**config.mk**
```make
export PLATFORM = sky130hd
export DESIGN_NAME = diff_m
export DESIGN_NICKNAME = d
export VERILOG_FILES = /design/src/rtl/diff_pkg.sv /design/src/rtl/diff_m_pipe_reg.sv /design/src/rtl/diff_m.sv
export SDC_FILE = /design/constraint.sdc
export NUM_CORES = 1
export LEC_CHECK = 0
export ABC_AREA = 1
export CAP_MARGIN = 20
export CELL_PAD_IN_SITES_DETAIL_PLACEMENT = 1
export CELL_PAD_IN_SITES_GLOBAL_PLACEMENT = 1
export CORE_MARGIN = 1.5
export CORE_UTILIZATION = 41
export CTS_CLUSTER_SIZE = 30
export DETAILED_ROUTE_END_ITERATION = 6
export PLACE_DENSITY = 0.88
export SYNTH_ARGS = -nofsm -noshare
export SYNTH_HDL_FRONTEND = slang
export SYNTH_SLANG_ARGS = --single-unit
```
**constraint.sdc**
```tcl
create_clock -name clk -period 3.15 [get_ports clk]
set_input_delay 0.63 -clock clk [delete_from_list [all_inputs] [get_ports clk]]
set_output_delay 0.63 -clock clk [all_outputs]
set_load 0.01 [all_outputs]
```
**src/rtl/diff_pkg.sv**
```systemverilog
// Shared types and helpers for the modulo-M first-difference unit.
package diff_pkg;

  // Occupancy of one pipeline stage; the valid bit of a stage is its state.
  typedef enum logic {
    STG_EMPTY = 1'b0,
    STG_FULL  = 1'b1
  } stage_e;

  localparam int unsigned DEFAULT_M = 50;

  // Width needed to hold values 0..m-1.
  function automatic int unsigned width_of(input int unsigned m);
    return (m < 2) ? 1 : $clog2(m);
  endfunction

  // (a - b) mod m for operands already in 0..m-1.
  function automatic int unsigned mod_sub(input int unsigned a,
                                          input int unsigned b,
                                          input int unsigned m);
    return (a >= b) ? (a - b) : (a + m - b);
  endfunction

endpackage

```
**src/rtl/diff_m_pipe_reg.sv**
```systemverilog
// One valid/ready register stage with synchronous flush.
// Handshake: a transfer happens on a rising edge where valid && ready; valid
// never depends on ready, and ready depends only on the downstream ready and
// this stage's own occupancy.
module pipe_reg
  import diff_pkg::*;
#(
  parameter int WIDTH = 8
) (
  input  logic             clk,
  input  logic             rst_n,
  input  logic             flush_i,
  input  logic             in_valid_i,
  output logic             in_ready_o,
  input  logic [WIDTH-1:0] in_data_i,
  output logic             out_valid_o,
  input  logic             out_ready_i,
  output logic [WIDTH-1:0] out_data_o,
  output stage_e           state_o
);

  stage_e           state_q, state_d;
  logic [WIDTH-1:0] data_q, data_d;
  logic             load;
  logic             drain;

  assign in_ready_o = (state_q == STG_EMPTY) || out_ready_i;
  assign load       = in_valid_i && in_ready_o;
  assign drain      = (state_q == STG_FULL) && out_ready_i;

  // Next state: flush wins, then load (possibly replacing a draining entry), then drain.
  always_comb begin
    state_d = state_q;
    data_d  = data_q;
    if (flush_i) begin
      state_d = STG_EMPTY;
    end else if (load) begin
      state_d = STG_FULL;
      data_d  = in_data_i;
    end else if (drain) begin
      state_d = STG_EMPTY;
    end
  end

  // State and data registers.
  always_ff @(posedge clk or negedge rst_n) begin
    if (!rst_n) begin
      state_q <= STG_EMPTY;
      data_q  <= '0;
    end else begin
      state_q <= state_d;
      data_q  <= data_d;
    end
  end

  assign out_valid_o = (state_q == STG_FULL);
  assign out_data_o  = data_q;
  assign state_o     = state_q;

endmodule

```
**src/rtl/diff_m.sv**
```systemverilog
// Modulo-M first difference: recovers increments from an accumulator stream.
// Handshake: input transfer on in_valid && in_ready, output transfer on
// out_valid && out_ready; in_ready is a function of out_ready and stage
// occupancy only, never of in_valid.
module diff_m
  import diff_pkg::*;
#(
  parameter  int M = DEFAULT_M,
  localparam int W = width_of(M)
) (
  input  logic         clk,
  input  logic         rst_n,
  input  logic         clr,
  input  logic         in_valid,
  output logic         in_ready,
  input  logic [W-1:0] acc_i,
  output logic         out_valid,
  input  logic         out_ready,
  output logic [W-1:0] d_o,
  output logic         err,
  output logic [1:0]   dbg_state_o
);

  localparam logic [W:0] M_EXT = (W+1)'(M);

  logic [W-1:0] prev_q, prev_d;
  logic         err_q, err_d;
  logic         in_xfer;
  logic         illegal;
  logic [W:0]   s1_diff;
  logic [W:0]   s1_data;
  logic         s1_valid;
  logic         s2_ready;
  logic [W-1:0] s2_in;
  stage_e       s1_state;
  stage_e       s2_state;

  // clr drops any input offered in the same cycle.
  assign in_xfer = in_valid && in_ready && !clr;
  assign illegal = ({1'b0, acc_i} >= M_EXT);
  assign s1_diff = {1'b0, acc_i} - {1'b0, prev_q};

  // A negative raw difference wraps back into 0..M-1 by adding M.
  assign s2_in = s1_data[W] ? W'(s1_data + M_EXT) : s1_data[W-1:0];

  // Previous-sample and sticky error next state.
  always_comb begin
    prev_d = prev_q;
    err_d  = err_q;
    if (clr) begin
      prev_d = '0;
    end else if (in_xfer) begin
      prev_d = acc_i;
      err_d  = err_q || illegal;
    end
  end

  // prev and err registers; err survives clr and only reset clears it.
  always_ff @(posedge clk or negedge rst_n) begin
    if (!rst_n) begin
      prev_q <= '0;
      err_q  <= 1'b0;
    end else begin
      prev_q <= prev_d;
      err_q  <= err_d;
    end
  end

  pipe_reg #(.WIDTH(W+1)) u_s1 (
    .clk         (clk),
    .rst_n       (rst_n),
    .flush_i     (clr),
    .in_valid_i  (in_valid),
    .in_ready_o  (in_ready),
    .in_data_i   (s1_diff),
    .out_valid_o (s1_valid),
    .out_ready_i (s2_ready),
    .out_data_o  (s1_data),
    .state_o     (s1_state)
  );

  pipe_reg #(.WIDTH(W)) u_s2 (
    .clk         (clk),
    .rst_n       (rst_n),
    .flush_i     (clr),
    .in_valid_i  (s1_valid),
    .in_ready_o  (s2_ready),
    .in_data_i   (s2_in),
    .out_valid_o (out_valid),
    .out_ready_i (out_ready),
    .out_data_o  (d_o),
    .state_o     (s2_state)
  );

  assign err         = err_q;
  assign dbg_state_o = {s2_state, s1_state};

endmodule

```
==> results.txt, run 1 <==
Slew Viols, Final - 0
Post-route ant nets - 0
Tmin final - 2.48 ns
Initial DRC Count - 27
Post-CTS sizing - 0
Cts hold-fix bufs - 0
Die Y - 57.1 um
FFs w/ async S/R, synth - 100%
Routed wire length - 2.90 mm
Clock Power Share - 27.1%
Io pins - 22
Syn_area_per_cell - 8.45 um2
Leakage - 0.712 nW
CP max stage cell - clkdlybuf4s50_1
WP data required - 2.52 ns
Pin count of the biggest net entering global routing - 23
DRC viols - 0
First-pass GRT wire length - 5.09 mm
RSZ-0062 raised after global routing - false
Antenna cell count - 0
P&R area growth vs syn - 22.9%
Net switching power - 0.000239 W
Top FF cell, synth - dfrtp_1
Synth top cells by count - nand2_1 (46), dfrtp_1 (22), inv_1 (18)
Worst VDD drop - 0.325 mV
Synth top area share - 45.9%
Final net count - 184
Longest Clk Path Bufs - 2
Max layer used - met4
Max-slew headroom - 33.6%
Synthesized cell area - 0.00120 mm2
TritonCTS clock tree - built
Comb power frac - 27.9%
Sink Count - 22
Met3 wire length - 90 um
Initial antenna violation count - 0
Die area - 0.00326 mm2
Min setup slack post-route - 0.672 ns
Synth area leader - dfrtp_1
DP Wirelength - 2.19 mm
Root Buffer Master - clkbuf_4
Critical path fanouts, max - 4
Worst Tran Pin Value - 0.993 ns
Final setup violation count - 0
Startpoint types - input port
P per Cell Area - 550 mW/mm2
Via count - 1004
WS Path Type - input port to primary output
DR vias/cell - 5.15
DR WL met2 - 1.59 mm
Critical Path Max Stage Delay - 0.55 ns
Top-count cell post-synth - nand2_1
Cell repeated most along the worst path - clkdlybuf4s50_1
Num CTS Buffers - 3
Outcome - completed
Vias in the first global route - 1129
Fmax - 404 MHz
Post-synthesis register bit count - 22
Grt ovf - 0
WL met1 - 1.16 mm
Post-synthesis sequential area ratio - 45.9%
Share of cells above drive strength 1 - 6.71%
Count of input and output buffers - 21
Synthesized Nets - 161
Core ar. - 0.00276 mm2
Ranking of synthesized cells by area - dfrtp_1 (46%), nand2_1 (14%), ha_1 (7.3%)
Worst skew pair latency - 0.32 ns
Die Span X - 57.1 um
Routed length per placed instance - 14.9 um
Total global-route track usage - 20.5%
CP arrival - 1.85 ns
Clock slew at reported path FFs - 0.13 ns
CP cell instances - clkdlybuf4s50_1 > nor2_4 > nand2_2 > clkdlybuf4s50_1
Setup TNS - 0 ns
Setup Skew - 0.00482 ns
Reg power frac - 45.0%
Delay-heaviest family, CP - buffers and inverters
Yosys warnings - 0
Netlist cell types - 25
EDFF count, synth - 0
Hold Path Class - flop to flop
Critical Path Sink Type - primary output
Internal power - 0.000573 W
Drt first pass iters - 4
Initial Utilization - 43.5%
Depth of the CTS H-tree - 1
GPL Wtd Cong - 0.879
Synthesized instance count - 142
Fin crit share - 78.7%
Number of max-cap violations - 0
Final Hold Viols - 0
Core Rows - 19
DP Worst Slack - 0.673 ns
Switching share of power - 29.4%
Crit path buffers/inverters - 2
Postcts setup bufs - 0
path summary, 6_finish.rpt:
path | from | slack (ns) | cells past startpoint | to
min in group asynchronous | rst_n | 0.84 | 1 | u_s2.out_data_o[2]$_DFFE_PN0P_
min reg2reg | u_s2.out_data_o[4]$_DFFE_PN0P_ | 0.51 | 2 | u_s2.out_data_o[4]$_DFFE_PN0P_
max | out_ready | 0.67 | 4 | in_ready
max in group asynchronous | rst_n | 1.71 | 1 | prev_q[2]$_DFFE_PN0P_
min | u_s2.out_data_o[4]$_DFFE_PN0P_ | 0.51 | 2 | u_s2.out_data_o[4]$_DFFE_PN0P_
max reg2reg | prev_q[0]$_DFFE_PN0P_ | 1.61 | 10 | u_s1.out_data_o[6]$_DFFE_PN0P_
state kept, by name, indices dropped and copies added, names as in the netlist:
name              flops
u_s1.out_data_o       7
prev_q                6
u_s2.out_data_o       6
err                   1
u_s1.out_valid_o      1
u_s2.out_valid_o      1
power by group through the flow:
stage | logic, W | registers, W | clock network, W
3_3_place_gp | 0.000214 | 0.000366 | 0
5_1_grt | 0.000254 | 0.000372 | 0.000234
2_1_floorplan | 0.000113 | 0.000376 | 0
6_report | 0.000226 | 0.000365 | 0.000220
3_5_place_dp | 0.000225 | 0.000371 | 0
4_1_cts | 0.000230 | 0.000366 | 0.000226
metal layers:
| layer | vias up | GRT usage (%) |
|---|---|---|
| li1 | 494 | - |
| met1 | 483 | 22.1 |
| met2 | 21 | 39.2 |
| met3 | 6 | 3.63 |
| met4 | 0 | 7.97 |
| met5 | - | 0 |
logic make-up after synthesis:
group	synth area share, %
and+or+nand+nor	24.0
buffers and inverters	8.45
DFF	45.9
AOI/OAI and AO/OA	8.13
adders and majority gates	8.97
xor gates and xnor gates	3.65
muxes	0.938
worst reg2reg max path, delay by kind of cell, from the launching register on:
family	cells	cell delay (ns)
adders and majority gates	2	0.57
buffers and inverters	1	0.09
and+or+nand+nor	7	0.46
DFF	1	0.37
cell type report:
type	count	area, um2
timing repair buffer	21	210
clock inverter	1	30.0
clock buffer	3	22.5
tap	31	38.8
fill	340	1280
multi-input combinational	97	548
sequential	22	551
inverter	20	75.1
cells in the final DEF, fill, tap and decap left out, drive strengths merged:
cell type	netlist	layout
nand2	47	47
dfrtp	22	22
clkdlybuf4s50	0	21
inv	20	20
o21ai	11	11
nand3	8	8
ha	7	7
nor2	7	7
xnor2	3	3
a21oi	3	3
clkbuf	0	3
o22ai	2	2
xor2	2	2
nor3	1	1
mux2	1	1
nand4	1	1
or2	1	1
o31ai	1	1
o21bai	1	1
fa	1	1
bufinv	0	1
per-stage QoR:
stage                     area, um2  utilization, %  power (W)  cells  hold WS (ns)
final                          1480            53.5   0.000811    195         0.505
after global routing           1480            53.5   0.000859    195         0.535
after detailed placement       1420            51.6   0.000596    191         0.476
after floorplan                1200               -   0.000489    142         0.334
after global placement         1420            51.6   0.000580    191         0.458
after CTS                      1480            53.5   0.000821    195         0.509
Note: power is estimated with default switching activity, not from simulation.
==> run 2, diff against run 1 <==
Settings changed: CORE_UTILIZATION 41 to 38, PLACE_DENSITY 0.88 to 0.83.
Clock period 3.15 ns to 2.3 ns, I/O delays scaled along.
==> run 2 against run 1 <==
Flip-flop and latch count unchanged. Final cell count rose by 7.2%. Register-to-register slack got worse by 0.84 ns. Critical path type unchanged. Largest power group unchanged. Global-route usage is 4.2 points lower.
==> results.txt, run 2 (synthesis results as in run 1) <==
Core ar. - 0.00303 mm2 (was 0.00276 mm2)
Startpoint types - input port (unchanged)
Depth of the CTS H-tree - 1 (unchanged)
Max-slew headroom - 81.0% (was 33.6%)
Routed wire length - 2.42 mm (was 2.90 mm)
Most frequent cells in the layout - nand2_1 (46), dfrtp_1 (22), clkdlybuf4s50_1 (21), inv_1 (18), o21ai_1 (8) (unchanged)
Pin count of the biggest net entering global routing - 23 (unchanged)
Fillers - 393 (was 340)
Setup Skew - 0.00782 ns (was 0.00482 ns)
Max layer used - met4 (unchanged)
Number of max-cap violations - 0 (unchanged)
Met3 wire length - 100 um (was 90 um)
Clock slew at reported path FFs - 0.13 ns (about the same)
Worst skew pair latency - 0.32 ns (about the same)
P&R area growth vs syn - 23.6% (was 22.9%)
Die area - 0.00350 mm2 (was 0.00326 mm2)
Postcts setup bufs - 0 (unchanged)
Count of input and output buffers - 21 (unchanged)
Io pins - 22 (unchanged)
Root Buffer Master - clkbuf_4 (unchanged)
P per Cell Area - 683 mW/mm2 (was 550 mW/mm2)
Critical Path Sink Type - primary output (unchanged)
Hold Path Class - input port to async pin (was flop to flop)
Grt ovf - 0 (unchanged)
Critical Path Max Stage Delay - 0.56 ns (was 0.55 ns)
WS Path Type - input port to primary output (unchanged)
GPL Wtd Cong - 0.870 (was 0.879)
DP Wirelength - 1.93 mm (was 2.19 mm)
WL met1 - 1.03 mm (was 1.16 mm)
Final net count - 185 (was 184)
Fin crit share - 93.6%
Longest Clk Path Bufs - 2 (unchanged)
Share of cells above drive strength 1 - 7.27% (was 6.71%)
Die Span X - 59.2 um (was 57.1 um)
Cts hold-fix bufs - 0 (unchanged)
Routed length per placed instance - 11.6 um (was 14.9 um)
Initial Utilization - 39.6% (was 43.5%)
Outcome - completed (unchanged)
Initial DRC Count - 33 (was 27)
Setup TNS - 0 ns (unchanged)
RSZ-0062 raised after global routing - false (unchanged)
Post-route ant nets - 0 (unchanged)
Critical path fanouts, max - 4 (unchanged)
Final Hold Viols - 0 (unchanged)
WP data required - 1.84 ns (was 2.52 ns)
Post-CTS sizing - 0 (unchanged)
Vias in the first global route - 1032 (was 1129)
First-pass GRT wire length - 4.34 mm (was 5.09 mm)
Drt first pass iters - 4 (unchanged)
DRC viols - 0 (unchanged)
Worst VDD drop - 0.358 mV (was 0.325 mV)
Core Rows - 20 (was 19)
CP max stage cell - clkdlybuf4s50_1 (unchanged)
TritonCTS clock tree - built (unchanged)
Fmax - 464 MHz
Num CTS Buffers - 3 (unchanged)
CP cell instances - clkdlybuf4s50_1 > nor2_4 > nand2_2 > clkdlybuf4s50_1 (unchanged)
Final setup violation count - 0 (unchanged)
Initial antenna violation count - 0 (unchanged)
DR WL met2 - 1.28 mm (was 1.59 mm)
Leakage - 0.710 nW (was 0.712 nW)
Tmin final - 2.15 ns
Max reg flops - 7 (unchanged)
R2r setup slk - 0.77 ns (was 1.61 ns)
DR vias/cell - 4.65 (was 5.15)
Worst Tran Pin Value - 0.285 ns (was 0.993 ns)
Final Power - 0.00101 W (was 0.000811 W)
Cell repeated most along the worst path - clkdlybuf4s50_1 (unchanged)
Slew Viols, Final - 0 (unchanged)
Via count - 972 (was 1004)
Most common cell after layout, fill and taps aside - nand2_1 (unchanged)
Die Y - 59.2 um (was 57.1 um)
Sink Count - 22 (unchanged)
Antenna cell count - 0 (unchanged)
Total global-route track usage - 16.3% (was 20.5%)
CP arrival - 1.69 ns (was 1.85 ns)
-- run 2: changes by cell type in the layout (fill, tap and decap cells not counted), sizes merged --
cell and delta:
buf +1, bufinv -1, clkbuf +1
-- run 2: cell type report --
type,instances,area [um2],area share [%]
flip-flops and latches,22,551,37.1
multi-input cells,97,548,37.0
clock buffers,4,36.3,2.45
well taps,44,55.1,3.71
repair buffers,22,218,14.7
inverters,20,75.1,5.06
-- run 2: critical path, delay by kind of cell --
kind / cells / cell delay (ns)
buffers and inverters: 2 / 1.06
and+or+nand+nor: 2 / 0.17
-- run 2: metrics by stage --
step	hold slack [ns]	std cells	instance area [um2]	setup slack [ns]	utilization, %
5_1_grt	0.495	209	1480	0.109	49.0
4_1_cts	0.478	209	1480	0.137	49.0
6_report	0.476	209	1480	0.147	49.0
3_3_place_gp	0.455	205	1450	0.176	47.8
3_5_place_dp	0.470	205	1450	0.138	47.8
2_1_floorplan	0.164	142	1200	0.754	-
-- run 2: metal layers --
| metal | global-route usage (%) | vias up |
|---|---|---|
| met3 | 3.93 | 2 |
| met4 | 2.92 | 0 |
| met2 | 32.7 | 19 |
| li1 | - | 493 |
| met1 | 16.8 | 458 |
| met5 | 0 | - |
-- run 2: worst paths after layout --
kind | start | cells after the start | endpoint
worst min register to register | u_s2.out_data_o[0]$_DFFE_PN0P_ | 2 | u_s2.out_data_o[0]$_DFFE_PN0P_
worst min-delay path | rst_n | 2 | u_s1.out_valid_o$_DFFE_PN0P_
min in group clk | u_s2.out_data_o[0]$_DFFE_PN0P_ | 2 | u_s2.out_data_o[0]$_DFFE_PN0P_
worst max register to register | prev_q[0]$_DFFE_PN0P_ | 10 | u_s1.out_data_o[6]$_DFFE_PN0P_
worst max-delay path | out_ready | 4 | in_ready
max in group asynchronous | rst_n | 2 | u_s2.out_data_o[5]$_DFFE_PN0P_
-- run 2: report_power, final --
part           leakage [nW]  internal (W)  switching, W
registers             0.278      0.000451     0.0000447
clock network        0.0210     0.0000968      0.000121
logic                 0.411      0.000157      0.000142
